$ cat src/rtl/logic_gate_pkg.sv
// Shared op-code encoding and identity helpers for the pipelined logic unit.
package logic_gate_pkg;

    localparam int unsigned OP_W = 3;

    // Codes 6 and 7 are deliberately unnamed: they are the illegal encodings.
    typedef enum logic [OP_W-1:0] {
        OP_AND  = 3'd0,
        OP_OR   = 3'd1,
        OP_XOR  = 3'd2,
        OP_NAND = 3'd3,
        OP_NOR  = 3'd4,
        OP_XNOR = 3'd5
    } op_e;

    // Identity bit of the base (non-inverted) reduction: ones for AND, zero for OR/XOR.
    function automatic logic op_identity(input logic [OP_W-1:0] op);
        case (op)
            OP_AND, OP_NAND: return 1'b1;
            default:         return 1'b0;
        endcase
    endfunction

    function automatic logic op_inverted(input logic [OP_W-1:0] op);
        case (op)
            OP_NAND, OP_NOR, OP_XNOR: return 1'b1;
            default:                  return 1'b0;
        endcase
    endfunction

    function automatic logic op_legal(input logic [OP_W-1:0] op);
        return op <= OP_XNOR;
    endfunction

endpackage

$ cat src/rtl/logic_gate_stage.sv
// One {valid,data,err} register slice with load/hold/clear and ready-out logic.
module logic_gate_stage #(
    parameter int unsigned WIDTH = 4
) (
    input  logic             clk,
    input  logic             rst_n,
    input  logic             in_valid,
    input  logic [WIDTH-1:0] in_data,
    input  logic             in_err,
    output logic             in_ready,
    output logic             out_valid,
    output logic [WIDTH-1:0] out_data,
    output logic             out_err,
    input  logic             out_ready
);

    // The slice can take new content when empty or when its content leaves this cycle.
    assign in_ready = rst_n && (!out_valid || out_ready);

    // Load on ready (bubbles clear valid but leave data untouched), otherwise hold.
    always_ff @(posedge clk) begin
        if (!rst_n) begin
            out_valid <= 1'b0;
            out_data  <= '0;
            out_err   <= 1'b0;
        end else if (in_ready) begin
            out_valid <= in_valid;
            if (in_valid) begin
                out_data <= in_data;
                out_err  <= in_err;
            end
        end
    end

endmodule

$ cat src/rtl/logic_gate_pipe.sv
// Pipelined NUM_IN-channel bitwise logic unit with masking and valid/ready flow control.
module logic_gate_pipe
    import logic_gate_pkg::*;
#(
    parameter int unsigned WIDTH  = 4,
    parameter int unsigned NUM_IN = 3,
    parameter int unsigned DEPTH  = 2
) (
    input  logic                    CLK,
    input  logic                    RSTn,
    input  logic                    IN_VALID,
    output logic                    IN_READY,
    input  logic [OP_W-1:0]         IN_OP,
    input  logic [NUM_IN-1:0]       IN_MASK,
    input  logic [NUM_IN*WIDTH-1:0] IN_DATA,
    output logic                    OUT_VALID,
    input  logic                    OUT_READY,
    output logic [WIDTH-1:0]        OUT_DATA,
    output logic                    OUT_ERR
);

    logic [WIDTH-1:0] ident;
    logic [WIDTH-1:0] chan;
    logic [WIDTH-1:0] acc;
    logic [WIDTH-1:0] result;
    logic             err;

    // Masked reduction: disabled channels contribute the identity, N-ops invert the base result.
    always_comb begin
        ident  = {WIDTH{op_identity(IN_OP)}};
        acc    = ident;
        chan   = '0;
        for (int unsigned k = 0; k < NUM_IN; k++) begin
            chan = IN_MASK[k] ? IN_DATA[k*WIDTH +: WIDTH] : ident;
            case (IN_OP)
                OP_AND, OP_NAND: acc = acc & chan;
                OP_OR,  OP_NOR:  acc = acc | chan;
                default:         acc = acc ^ chan;
            endcase
        end
        err    = 1'b0;
        result = acc;
        if (!op_legal(IN_OP)) begin
            result = '0;
            err    = 1'b1;
        end else if (op_inverted(IN_OP)) begin
            result = ~acc;
        end
    end

    // Each slice lives in its own scope so the ready chain runs through distinct
    // signals; the last slice takes OUT_READY, the others the next slice's ready.
    for (genvar i = 0; i < DEPTH; i++) begin : g_stage
        logic             v_in;
        logic             e_in;
        logic             rdy_in;
        logic             rdy_out;
        logic             v_out;
        logic             e_out;
        logic [WIDTH-1:0] d_in;
        logic [WIDTH-1:0] d_out;

        if (i == 0) begin : g_head
            assign v_in = IN_VALID;
            assign d_in = result;
            assign e_in = err;
        end else begin : g_link
            assign v_in = g_stage[i-1].v_out;
            assign d_in = g_stage[i-1].d_out;
            assign e_in = g_stage[i-1].e_out;
        end

        if (i == DEPTH - 1) begin : g_tail
            assign rdy_out = OUT_READY;
        end else begin : g_mid
            assign rdy_out = g_stage[i+1].rdy_in;
        end

        logic_gate_stage #(
            .WIDTH(WIDTH)
        ) u_stage (
            .clk      (CLK),
            .rst_n    (RSTn),
            .in_valid (v_in),
            .in_data  (d_in),
            .in_err   (e_in),
            .in_ready (rdy_in),
            .out_valid(v_out),
            .out_data (d_out),
            .out_err  (e_out),
            .out_ready(rdy_out)
        );
    end

    assign IN_READY  = g_stage[0].rdy_in;
    assign OUT_VALID = g_stage[DEPTH-1].v_out;
    assign OUT_DATA  = g_stage[DEPTH-1].d_out;
    assign OUT_ERR   = g_stage[DEPTH-1].e_out;

endmodule

$ cat config.mk
export PLATFORM = sky130hd
export DESIGN_NAME = logic_gate_pipe
export DESIGN_NICKNAME = d
export VERILOG_FILES = /design/src/rtl/logic_gate_pkg.sv /design/src/rtl/logic_gate_stage.sv /design/src/rtl/logic_gate_pipe.sv
export SDC_FILE = /design/constraint.sdc
export NUM_CORES = 1
export LEC_CHECK = 0
export CAP_MARGIN = 20
export CORE_AREA = 2 2 64 66
export CTS_CLUSTER_DIAMETER = 150
export DETAILED_ROUTE_END_ITERATION = 16
export DIE_AREA = 0 0 66 68
export PLACE_DENSITY = 0.68
export RECOVER_POWER = 25
export SKIP_LAST_GASP = 1
export SYNTH_ARGS = -nofsm -noshare
export SYNTH_HDL_FRONTEND = slang
export SYNTH_SLANG_ARGS = --single-unit
$ cat constraint.sdc
create_clock -name CLK -period 12.5 [get_ports CLK]
set_clock_uncertainty 0.2 [all_clocks]
set_input_delay 3.125 -clock CLK [delete_from_list [all_inputs] [get_ports CLK]]
set_output_delay 3.125 -clock CLK [all_outputs]
set_load 0.05 [all_outputs]
==> flow_metrics.py <==
metrics = {
    "synthesis": {
        "ys_ff_latch": 12,
        "syn_nets": 269,
        "ys_types": 43,
        "yosys.area_share.simple_pct": 23.1,
        "synth_cells": 223,
        "yosysTopAreaCellShare_pct": 18.4,
        "synth_edf_count": 0,
        "synth_area_leaders": "ha_1 (18%), dfxtp_1 (15%), a21o_1 (8.3%), nand2_1 (6.9%), a21oi_1 (4.9%)",
        "synth.cell_area_um2": 1640,
        "synth-compound-area-share_pct": 35.1,
        "syn_avg_cell_area_um2": 7.33,
        "synth_async_sr_flop_share_pct": 0,
        "synth_largest_area_cell": "ha_1",
        "synth-xor-area-share_pct": 0.536,
        "synth_flop_cell": "dfxtp_1",
        "synthMuxAreaShare_pct": 0.612,
        "ys_seq_area_share_pct": 14.7,
        "synth_fa_ha_area_share_pct": 18.4,
        "synth_top_family_by_area": "compound AO/OA/AOI/OAI gates",
        "synth_warnings": 0,
    },
    "final_layout": {
        "layout_commonest_cell": "nand2_1",
        "fill_cells": 380,
        "nets": 289,
        "diodes": 0,
        "final_cell_mix": "nand2_1 (30), clkdlybuf4s50_1 (27), ha_1 (24), a21o_1 (18), o21ai_0 (17)",
        "drive_above_1_share_pct": 5.37,
        "area_growth_syn_to_layout_pct": 20.2,
    },
    "worst_hold_path": {
        "hp-start": "g_stage[0].u_stage.out_err$_SDFFE_PN0P_",
        "min_path_type": "flop to flop",
    },
    "timing": {
        "whs_ns": 0.240,
        "fin_crit_sh_pct": 65.7,
        "tns_ns": 0,
        "max_freq_mhz": 122,
        "slew_viol_final": 0,
        "setup_violations": 0,
        "worst_slew_pin_slew_ns": 0.508,
        "relSlewSlack_pct": 66.1,
        "grt_setup_unrepaired": "no",
        "period_needed_ns": 8.21,
        "finalHoldViolCount": 0,
    },
    "floorplan": {
        "die_y_um": 68,
        "start_util_pct": 42.4,
        "dieWidth_um": 66,
        "die_area_um2": 4490,
        "row_count": 23,
        "io_pins": 29,
        "core-area_um2": 3860,
    },
    "setup_path": {
        "slowest_delay_ns": 0.79,
        "critPathRequiredTime_ns": 9.17,
        "timing.rr.start": "g_stage[0].u_stage.out_valid$_SDFFE_PN0P_",
        "cp_data_arrival_time_ns": 4.88,
        "worstPathCellList": "dlygate4sd3_1 -> and2_1 -> clkdlybuf4s50_1",
        "critPathMaxFanout": 15,
        "cpMaxStageDelayCell": "clkdlybuf4s50_1",
        "worstSetupEndpointType": "output pin",
        "crit_start": "RSTn",
        "startpoint_type": "primary input",
        "criticalPathCategory": "primary input to output pin",
    },
    "global_routing": {
        "grt_remaining_overflow": 0,
        "grt_pass1_vias": 1340,
        "antenna_found_initial": 0,
        "grt_start_max_net_pins": 34,
        "track_usage_pct": 15.9,
        "grt_pass1_wl_mm": 5.64,
    },
    "routing": {
        "ant_nets": 0,
        "wl_met2_mm": 1.53,
        "routed-via-count": 1564,
        "viasPerCell": 5.36,
        "remaining_drc_errors": 0,
        "met1_length_mm": 1.58,
        "route.met3.wl_um": 99,
        "routedWlPerCell_um": 11.2,
        "drt_pass1_iterations": 4,
        "top_layer_used": "met4",
        "totalWireLength_mm": 3.26,
        "drt_iter0_drc": 55,
    },
    "cts": {
        "post_cts_resized": 0,
        "clock-root-buffer": "clkbuf_8",
        "clock_latency_ns": 0.24,
        "ctsHoldBuffers": 0,
        "htree_levels": 1,
        "cts_num_sinks": 12,
        "numCtsBuffers": 3,
        "postCtsSetupRepairBufs": 0,
        "clockBufferDepth": 2,
        "path_clk_slew_ns": 0.05,
        "cts_tree": "yes",
    },
    "power": {
        "power.density_nw_per_um2": 80.0,
        "ir_drop_v": 0.0000254,
        "p_leak_nw": 0.892,
    },
    "placed_design": {
        "dp_hpwl_mm": 2.47,
        "port_buffers": 28,
        "gp_congestion": 0.821,
    },
    "outcome": {
        "status": "finished clean",
    },
    "run": {
        "drv_cap": 0,
    },
}
## worst max-delay path: cells and delay by family
family	cells	cell delay [ns]
buffers and inverters	2	1.57
and+or+nand+nor	1	0.19
## synth_stat cells, drive strengths merged (2+ instances only)
| cell type | instances |
|---|---|
| nor2b | 7 |
| inv | 9 |
| o2111a | 2 |
| dfxtp | 12 |
| a21o | 18 |
| nand3 | 3 |
| ha | 24 |
| o2111ai | 2 |
| o22ai | 3 |
| o211ai | 2 |
| nand2 | 30 |
| buf | 8 |
| and2b | 2 |
| a211o | 3 |
| a21oi | 16 |
| or2 | 3 |
| o21ai | 28 |
| nor2 | 12 |
| nand3b | 4 |
| a21boi | 2 |
| nand2b | 3 |
| a2bb2oi | 3 |
| clkbuf | 8 |
| and3 | 4 |
| a31oi | 3 |
| a22oi | 2 |
## through the flow
| step | power [W] | setup slack [ns] | instance area (um2) | std cells | util, % |
|---|---|---|---|---|---|
| after floorplan | 0.0000991 | 5.37 | 1640 | 223 | - |
| after global placement | 0.000116 | 4.35 | 1910 | 288 | 49.5 |
| after detailed placement | 0.000116 | 4.35 | 1910 | 288 | 49.5 |
| after CTS | 0.000159 | 4.35 | 1970 | 292 | 51.0 |
| after global routing | 0.000170 | 4.18 | 1970 | 292 | 51.0 |
| final | 0.000157 | 4.29 | 1970 | 292 | 51.0 |
## flip-flops by register name, summed over array words and instances (netlist names)
signal                     flops
g_stage.u_stage.out_err        2
g_stage.u_stage.out_data       8
g_stage.u_stage.out_valid      2
## power by group
group	switching (W)	total, W	internal [W]
registers	0.000000918	0.0000413	0.0000404
clock network	0.0000141	0.0000419	0.0000278
logic	0.0000388	0.0000741	0.0000354
## cells by family after synthesis
group	Yosys count
AOI/OAI and AO/OA	89
xor gates and xnor gates	1
adders and majority gates	24
buffers and inverters	25
DFF	12
muxes	1
and+or+nand+nor	71
## final timing paths
kind              slack, ns  cells after the start                                          end
hold / removal         0.24                      2      g_stage[1].u_stage.out_err$_SDFFE_PN0P_
setup reg to reg      11.16                      4  g_stage[0].u_stage.out_data[3]$_SDFFE_PN0P_
setup / recovery       4.29                      3                                     IN_READY
hold reg to reg        0.24                      2      g_stage[1].u_stage.out_err$_SDFFE_PN0P_
## routing by layer
metal,vias to the layer above,global-route usage [%]
li1,836,-
met1,696,18.1
met2,27,30.3
met3,5,1.64
met4,0,6.89
met5,-,0
## final cells by class
cell class / instances / area, um2 / area share, %
Clock buffer: 4 / 55.1 / 2.80
Inverter: 9 / 33.8 / 1.72
Multi-Input combinational cell: 186 / 1270 / 64.7
Sequential cell: 12 / 240 / 12.2
Tap cell: 50 / 62.6 / 3.18
Timing Repair Buffer: 31 / 303 / 15.4
Note: power is estimated with default switching activity, not from simulation.
